==> src/rtl/bp_pkg.sv <==
// Shared definitions for the indexed branch predictor: 2-bit counter
// encoding, PHT reset value, in-flight queue entry layout and the
// saturating counter update helper.
package bp_pkg;

    localparam logic [1:0] SNT = 2'b00;
    localparam logic [1:0] WNT = 2'b01;
    localparam logic [1:0] WT  = 2'b10;
    localparam logic [1:0] ST  = 2'b11;

    localparam logic [1:0] PHT_RST = WNT;

    // Widest PHT index an entry can carry; the top uses the low bits only.
    localparam int IDX_MAX_W = 8;

    typedef struct packed {
        logic [IDX_MAX_W-1:0] idx;
        logic                 pred;
        logic [31:0]          target;
        logic [31:0]          pc4;
    } q_entry_t;

    function automatic logic [1:0] sat_update(input logic [1:0] cnt, input logic taken);
        logic [1:0] res;
        res = cnt;
        if (taken) begin
            if (cnt != ST) res = cnt + 2'd1;
        end else begin
            if (cnt != SNT) res = cnt - 2'd1;
        end
        return res;
    endfunction

endpackage

==> src/rtl/bp_inflight_q.sv <==
// In-order FIFO of predicted-but-unresolved branches. Flush empties it in
// one edge and takes priority over push/pop.
module bp_inflight_q
    import bp_pkg::*;
#(
    parameter int DEPTH = 2
) (
    input  logic                       clk,
    input  logic                       rst_n,
    input  logic                       push,
    input  logic                       pop,
    input  logic                       flush,
    input  q_entry_t                   din,
    output q_entry_t                   dout,
    output logic [$clog2(DEPTH):0]     count,
    output logic                       full,
    output logic                       empty
);

    localparam int PTR_W = $clog2(DEPTH);
    localparam int CW    = PTR_W + 1;

    q_entry_t          mem_q [DEPTH];
    logic [PTR_W-1:0]  wr_q, rd_q;
    logic [CW-1:0]     cnt_q;
    logic              push_ok, pop_ok;

    assign full    = (cnt_q == CW'(DEPTH));
    assign empty   = (cnt_q == '0);
    assign push_ok = push & ~full;
    assign pop_ok  = pop & ~empty;
    assign count   = cnt_q;
    assign dout    = mem_q[rd_q];

    // Pointer and occupancy tracking; power-of-2 depth lets pointers wrap naturally.
    always_ff @(posedge clk) begin
        if (!rst_n || flush) begin
            wr_q  <= '0;
            rd_q  <= '0;
            cnt_q <= '0;
        end else begin
            if (push_ok) wr_q <= wr_q + 1'b1;
            if (pop_ok)  rd_q <= rd_q + 1'b1;
            cnt_q <= cnt_q + CW'(push_ok) - CW'(pop_ok);
        end
    end

    // Entry storage; contents are only meaningful where the count says so.
    always_ff @(posedge clk) begin
        if (push_ok && !flush) mem_q[wr_q] <= din;
    end

endmodule

==> src/rtl/branch_pred_ctrl.sv <==
// Indexed branch-prediction controller: per-PC 2-bit PHT, in-order tracking
// of outstanding predictions, redirect on mispredict, resolution statistics.
module branch_pred_ctrl
    import bp_pkg::*;
#(
    parameter int PHT_IDX_W = 4,
    parameter int Q_DEPTH   = 2,
    parameter int CNT_W     = 16
) (
    input  logic             clk,
    input  logic             rst_n,
    input  logic             stall,
    input  logic             if_branch,
    input  logic [31:0]      if_pc,
    input  logic [31:0]      if_target,
    input  logic             res_valid,
    input  logic             res_taken,
    output logic             pred_take,
    output logic [31:0]      next_pc,
    output logic             redirect,
    output logic             stall_req,
    output logic             res_err,
    output logic [CNT_W-1:0] branch_cnt,
    output logic [CNT_W-1:0] mispred_cnt
);

    localparam int PHT_N = 1 << PHT_IDX_W;

    logic [1:0]                 pht_q [PHT_N];
    logic [PHT_IDX_W-1:0]       if_idx, head_idx;
    logic [31:0]                if_pc4;
    q_entry_t                   enq_entry, head;
    logic [$clog2(Q_DEPTH):0]   q_count;
    logic                       q_full, q_empty;
    logic                       pop, mispredict, push;
    logic                       res_err_q;
    logic [CNT_W-1:0]           branch_cnt_q, mispred_cnt_q;
    logic [IDX_MAX_W-1:0]       unused_head_idx;

    assign if_idx          = if_pc[PHT_IDX_W+1:2];
    assign if_pc4          = if_pc + 32'd4;
    assign head_idx        = head.idx[PHT_IDX_W-1:0];
    assign unused_head_idx = head.idx;

    assign pred_take  = if_branch & pht_q[if_idx][1];
    assign pop        = res_valid & ~stall & ~q_empty;
    assign mispredict = pop & (res_taken != head.pred);
    assign redirect   = mispredict;
    assign stall_req  = if_branch & q_full & ~redirect;
    assign push       = if_branch & ~stall & ~redirect & ~q_full;

    assign enq_entry.idx    = IDX_MAX_W'(if_idx);
    assign enq_entry.pred   = pred_take;
    assign enq_entry.target = if_target;
    assign enq_entry.pc4    = if_pc4;

    bp_inflight_q #(.DEPTH(Q_DEPTH)) u_q (
        .clk   (clk),
        .rst_n (rst_n),
        .push  (push),
        .pop   (pop),
        .flush (mispredict),
        .din   (enq_entry),
        .dout  (head),
        .count (q_count),
        .full  (q_full),
        .empty (q_empty)
    );

    // Fetch PC selection: recovery first, then hold, then predicted path.
    always_comb begin
        next_pc = if_pc4;
        if (redirect)
            next_pc = head.pred ? head.pc4 : head.target;
        else if (stall || stall_req)
            next_pc = if_pc;
        else if (if_branch && pred_take)
            next_pc = if_target;
    end

    // PHT training on resolution; the IF read this cycle still sees the old value.
    always_ff @(posedge clk) begin
        if (!rst_n) begin
            for (int i = 0; i < PHT_N; i++) pht_q[i] <= PHT_RST;
        end else if (pop) begin
            pht_q[head_idx] <= sat_update(pht_q[head_idx], res_taken);
        end
    end

    // Saturating statistics and the sticky error for resolutions with nothing in flight.
    always_ff @(posedge clk) begin
        if (!rst_n) begin
            branch_cnt_q  <= '0;
            mispred_cnt_q <= '0;
            res_err_q     <= 1'b0;
        end else begin
            if (pop && branch_cnt_q != '1)         branch_cnt_q  <= branch_cnt_q + 1'b1;
            if (mispredict && mispred_cnt_q != '1) mispred_cnt_q <= mispred_cnt_q + 1'b1;
            if (res_valid && !stall && q_empty)    res_err_q     <= 1'b1;
        end
    end

    assign branch_cnt  = branch_cnt_q;
    assign mispred_cnt = mispred_cnt_q;
    assign res_err     = res_err_q;

    logic unused_count;
    assign unused_count = ^q_count;

endmodule
==> config.mk <==
export PLATFORM = sky130hd
export DESIGN_NAME = branch_pred_ctrl
export DESIGN_NICKNAME = d
export VERILOG_FILES = /design/src/rtl/bp_pkg.sv /design/src/rtl/bp_inflight_q.sv /design/src/rtl/branch_pred_ctrl.sv
export SDC_FILE = /design/constraint.sdc
export NUM_CORES = 1
export LEC_CHECK = 0
export CORE_UTILIZATION = 50
export DETAILED_ROUTE_END_ITERATION = 12
export PLACE_DENSITY = 0.77
export SLEW_MARGIN = 25
export SYNTH_ARGS = -nofsm -noshare
export SYNTH_HDL_FRONTEND = slang
export SYNTH_SLANG_ARGS = --single-unit
==> constraint.sdc <==
create_clock -name clk -period 5.25 [get_ports clk]
set_input_delay 0.7875 -clock clk [delete_from_list [all_inputs] [get_ports clk]]
set_output_delay 0.7875 -clock clk [all_outputs]
set_load 0.02 [all_outputs]
==> results.yml, run 1 <==
place:
  placedInstanceArea_um2: 11900
  io_buffers: 137
  gp_congestion: 0.856
  dp_hpwl_mm: 17.1
  place_inst: 1254
timing:
  max-slew-margin-rel_pct: 33.0
  fin_setup_tns_ns: 0
  grt_setup_unrepaired: "no"
  fmax_mhz: 205
  fin_skew_ns: 0.0160
  setup_viol: 0
  worst_pin_slew_ns: 1.01
  final_max_slew_viol_count: 0
  min_period_over_period_pct: 93.0
  finalHoldViolCount: 0
  layout_min_cycle_time_ns: 4.88
worst_setup_path:
  worst-r2r-cell-count: 8
  crit_type: "primary input to output port"
  crit_fanout: 11
  crit_arrival_ns: 4.10
  crit_path_start_kind: "primary input"
  end_kind: "output port"
  crit_required_ns: 4.46
global_route:
  grt.total_usage_pct: 25.0
  grt_pass1_wl_mm: 40.0
  grt_pass1_vias: 7554
  overflow: 0
  grt_max_degree: 73
  antenna_found_initial: 0
floorplanning:
  start_util_pct: 51.8
  die_x_um: 145
  coreArea_um2: 19700
  dieArea_um2: 21000
  fp.dieH_um: 145
  fp-row-count: 51
  ios: 138
yosys:
  ys_async_sr_fraction_pct: 0
  ys_ff_latch: 208
  synth.most_common_cell: "edfxtp_1"
  synthTopCellsByArea: "edfxtp_1 50%, dfxtp_1 7.5%, mux2i_1 5.5%"
  syn_nets: 960
  netlist_area_um2: 10200
  synth_top_cell_by_area: "edfxtp_1"
  syn_avg_cell_area_um2: 11.5
  syn_inst: 885
  yosysWarnings: 0
  synth_top_cell_area_share_pct: 50.0
  yosysSeqAreaShare_pct: 57.5
  ys_types: 52
  synth_edf_count: 170
  yosys-top-cells-count: "170 x edfxtp_1, 83 x nor2_1, 79 x nand2_1, 56 x mux2i_1, 44 x a21oi_1"
  ys.flop_type: "edfxtp_1"
outcome:
  status: "finished clean"
final_layout:
  final_area_um2: 12600
  syn_to_final_growth_pct: 23.7
  nNetsFinal: 1088
  final_cells: 1294
  antenna_cells: 0
  layout-drive-gt1-share_pct: 8.16
pwr:
  power_leakage_uw: 0.00441
  total_power_uw: 4200
  peakVddDrop_mv: 0.201
  power_density_nw_per_um2: 332
clock_network:
  cts_buffers: 22
  postCtsHoldBufs: 0
  postCtsSetupBuffers: 0
  cts.repair.resized: 0
  cts_sinks: 208
  cts_root_buffer: "clkbuf_16"
  ctsLongestPathBuffers: 3
  h-tree-depth: 1
  clkTransAtPathRegs_ns: 0.06
  tritoncts: "built"
  clock_latency_ns: 0.51
drt:
  drtIter0Drc: 686
  num_vias: 7623
  first_pass_iters: 5
  wl_per_cell_um: 19.8
  post-route-drc-count: 0
  viasPerCell: 5.89
  totalWireLength_mm: 25.6
  drtAntennaViolNets: 0
min_path:
  hp-class: "flop to flop"
  hold_path_depth: 2
job:
  drv_cap: 0
==> cells by family after synthesis <==
kind of cell | after synthesis | share of synthesized area (%)
flip-flops | 208 | 57.5
AO/OA/AOI/OAI | 141 | 9.07
adder cells (fa/ha/maj) | 7 | 0.834
AND/OR/NAND/NOR | 327 | 15.9
multiplexers | 71 | 8.51
XOR/XNOR | 61 | 5.23
buffers and inverters | 70 | 2.97
==> registers in the layout (all words and copies together), names as in the netlist, named ones only <==
signal,cells
pht_q,32
branch_cnt,16
u_q.rd_q,1
u_q.count,2
res_err,1
u_q.mem_q,138
mispred_cnt,16
u_q.wr_q,1
==> critical path, cell delays in order <==
cell and delay (ns):
clkdlybuf4s50_1 0.80, ha_1 0.28, and3_1 0.24, nand4_1 0.34
nor4_1 0.38, xor2_1 0.29, o211ai_1 0.17, a21oi_1 0.18
clkdlybuf4s50_1 0.62
==> routing by layer <==
| metal | GRT usage, % | part of all wire, % | up-vias |
|---|---|---|---|
| met5 | 0 | 0 | - |
| li1 | - | - | 3540 |
| met4 | 8.31 | 2.5 | 0 |
| met3 | 4.67 | 8.4 | 49 |
| met1 | 31.8 | 40 | 3696 |
| met2 | 43.1 | 49 | 338 |
==> power by group <==
| group | switching, uW | leakage, uW | internal, uW |
|---|---|---|---|
| combinational | 438 | 0.00221 | 303 |
| sequential | 31.5 | 0.00185 | 1880 |
| clock | 612 | 0.000360 | 930 |
==> worst paths after layout <==
path	startpoint	endpoint	slack (ns)
hold / removal	res_err	res_err	0.50
setup reg to reg	u_q.count[1]	u_q.mem_q[1][7]	1.96
setup / recovery	if_pc[2]	next_pc[28]	0.37
hold reg to reg	res_err	res_err	0.50
==> cell type report <==
cell class,instances,area (um^2)
Clock buffer,31,667
Clock inverter,9,65.1
Fill cell,1488,7090
Inverter,17,63.8
Multi-Input combinational cell,607,4060
Sequential cell,208,5870
Tap cell,265,332
Timing Repair Buffer,157,1570
==> through the flow <==
stage	hold WS (ns)	setup WS, ns	utilization (%)
after global routing	0.535	0.136	64.0
final	0.497	0.367	64.0
after floorplan	0.476	0.990	-
after detailed placement	0.470	0.400	60.3
after CTS	0.491	0.373	64.0
after global placement	0.453	0.539	60.3
==> placed cells by master, fill, tap and decap left out, types with 11 or more instances in the layout <==
cell and count:
clkdlybuf4s50_1 137, edfxtp_1 170, inv_1 14, nor2b_1 33
nand3_1 41, dfxtp_1 37, a211oi_1 35, xnor2_1 25
nand4_1 16, nand2_1 79, nor2_1 83, buf_4 16
mux4_2 12, nor4_1 14, nor3_1 16, clkbuf_16 24
mux2i_1 56, o21ai_1 16, nand2b_1 11, a21oi_1 44
xor2_1 36
No activity file was read; power rests on OpenSTA's default activity.
==> inputs of run 2 (changes only) <==
GPL_TIMING_DRIVEN = 1   (was unset)
==> results of run 2 <==
Same layout as run 1: the final DEF is identical, and so are final timing and power.
==> inputs of run 3 (changes only) <==
CTS_BUF_LIST = sky130_fd_sc_hd__clkbuf_16   (was unset)
==> results.yml, run 3 (synthesis gave the netlist of run 1 again) <==
outcome:
  status: "finished clean"
final_layout:
  layout-drive-gt1-share_pct: 8.16
  multi_input_area_um2: 4060
  final_cell_mix: "170 x edfxtp_1, 137 x clkdlybuf4s50_1, 83 x nor2_1"
  regArea_um2: 5870
  antenna_cells: 0
  syn_to_final_growth_pct: 23.3
  final_cells: 1294
  final_common_cell: "edfxtp_1"
  final_area_um2: 12600
  largest_reg_flops: 138
  reg_top3: "u_q.mem_q: 138 flops, pht_q: 32 flops"
  nFillCells: 1492
  top_register: "u_q.mem_q"
  nNetsFinal: 1088
  utilization_pct: 63.8
place:
  dp_hpwl_mm: 17.1
  gp_congestion: 0.856
  io_buffers: 137
  place_inst: 1254
  placedInstanceArea_um2: 11900
global_route:
  grt_max_degree: 73
  grt_pass1_wl_mm: 40.0
  antenna_found_initial: 0
  grt.total_usage_pct: 25.1
  grt_pass1_vias: 7516
  overflow: 0
min_path:
  min_delay_worst_endpoint: "res_err"
  worstHoldStart: "res_err"
  hold_path_depth: 2
  hp-class: "flop to flop"
pwr:
  total_power_uw: 4140
  p_sw_uw: 1090
  pwr-share-clk_pct: 35.9
  power_density_nw_per_um2: 329
  combPwrFrac_pct: 17.9
  p_seq_share_pct: 46.3
  power_leakage_uw: 0.00441
  internal-power_uw: 3050
  peakVddDrop_mv: 0.231
  netSwitchingFraction_pct: 26.2
worst_setup_path:
  crit_type: "primary input to output port"
  rr_startpoint: "u_q.count[1]"
  crit_top_cell: "clkdlybuf4s50_1"
  crit_family: "buffers and inverters"
  path_buf_inv: 2
  reg2reg_slack_ns: 1.94
  end_kind: "output port"
  worst-r2r-cell-count: 8
  crit_fanout: 11
  path_cells: "clkdlybuf4s50_1, ha_1, and3_1, nand4_1, nor4_1, xor2_1, o211ai_1, a21oi_1, clkdlybuf4s50_1"
  crit_required_ns: 4.46
  slowest_stage: "clkdlybuf4s50_1"
  crit_path_start_kind: "primary input"
  crit_arrival_ns: 4.10
  max_stage_delay_ns: 0.81
  r2r_end: "u_q.mem_q[1][7]"
floorplanning:
  coreArea_um2: 19700
  die_x_um: 145
  start_util_pct: 51.8
  ios: 138
  fp.dieH_um: 145
  dieArea_um2: 21000
  fp-row-count: 51
timing:
  fmax_mhz: 204
  fin_setup_tns_ns: 0
  setup_viol: 0
  max-slew-margin-rel_pct: 32.1
  fin_skew_ns: 0.0183
  worst_pin_slew_ns: 1.02
  grt_setup_unrepaired: "no"
  min_period_over_period_pct: 93.2
  finalHoldViolCount: 0
  final_max_slew_viol_count: 0
  layout_min_cycle_time_ns: 4.89
drt:
  wl_per_cell_um: 19.8
  viasPerCell: 5.89
  first_pass_iters: 5
  num_vias: 7628
  totalWireLength_mm: 25.7
  post-route-drc-count: 0
  drtAntennaViolNets: 0
  drtIter0Drc: 658
clock_network:
  postCtsHoldBufs: 0
  cts_buffers: 22
  postCtsSetupBuffers: 0
  cts_sinks: 208
  ctsLongestPathBuffers: 3
  clkTransAtPathRegs_ns: 0.06
  tritoncts: "built"
  clock_latency_ns: 0.51
  cts_root_buffer: "clkbuf_16"
  cts.repair.resized: 0
  h-tree-depth: 1
job:
  drv_cap: 0
==> run 3: routing by layer <==
layer | global-route usage, % | vias to the layer above | part of all wire, %
met5 | 0 | - | 0
met4 | 8.09 | 0 | 2.4
met3 | 4.54 | 45 | 9.0
met2 | 43.2 | 348 | 49
met1 | 31.9 | 3696 | 39
li1 | - | 3539 | -
==> run 3: power groups by stage <==
stage	Sequential, uW	Clock (uW)	Combinational (uW)
2_1_floorplan	1940	0	431
6_report	1910	1480	740
3_5_place_dp	1950	0	730
3_3_place_gp	1940	0	719
4_1_cts	1910	1500	736
5_1_grt	1920	1560	796
==> run 3: worst max path at each step <==
stage / start / endpoint / slack (ns) / depth (start not counted)
global placement: if_pc[2] / next_pc[16] / 0.54 / 9
global route: if_pc[2] / next_pc[30] / 0.14 / 9
detailed placement: if_pc[2] / next_pc[16] / 0.40 / 9
floorplan: stall / u_q.mem_q[0][0] / 0.99 / 8
finish: if_pc[2] / next_pc[30] / 0.36 / 9
CTS: if_pc[2] / next_pc[30] / 0.37 / 9
==> run 3: metrics by stage <==
step           worst slack [ns]  hold slack (ns)
2_1_floorplan             0.990            0.476
3_3_place_gp              0.539            0.453
3_5_place_dp              0.400            0.470
4_1_cts                   0.373            0.491
5_1_grt                   0.136            0.535
6_report                  0.360            0.488
==> run 3: final cells by class <==
class                           instances  share of cell area [%]
Multi-Input combinational cell        607                    32.3
Clock buffer                           24                    4.77
Tap cell                              265                    2.63
Clock inverter                         16                   0.726
Sequential cell                       208                    46.6
Timing Repair Buffer                  157                    12.5
Inverter                               17                   0.507
==> run 3: worst reg2reg max path: cells and delay by family (launching register included) <==
kind	cells	cell delay, ns
buffers and inverters	3	0.69
DFF	1	0.36
and+or+nand+nor	5	1.93
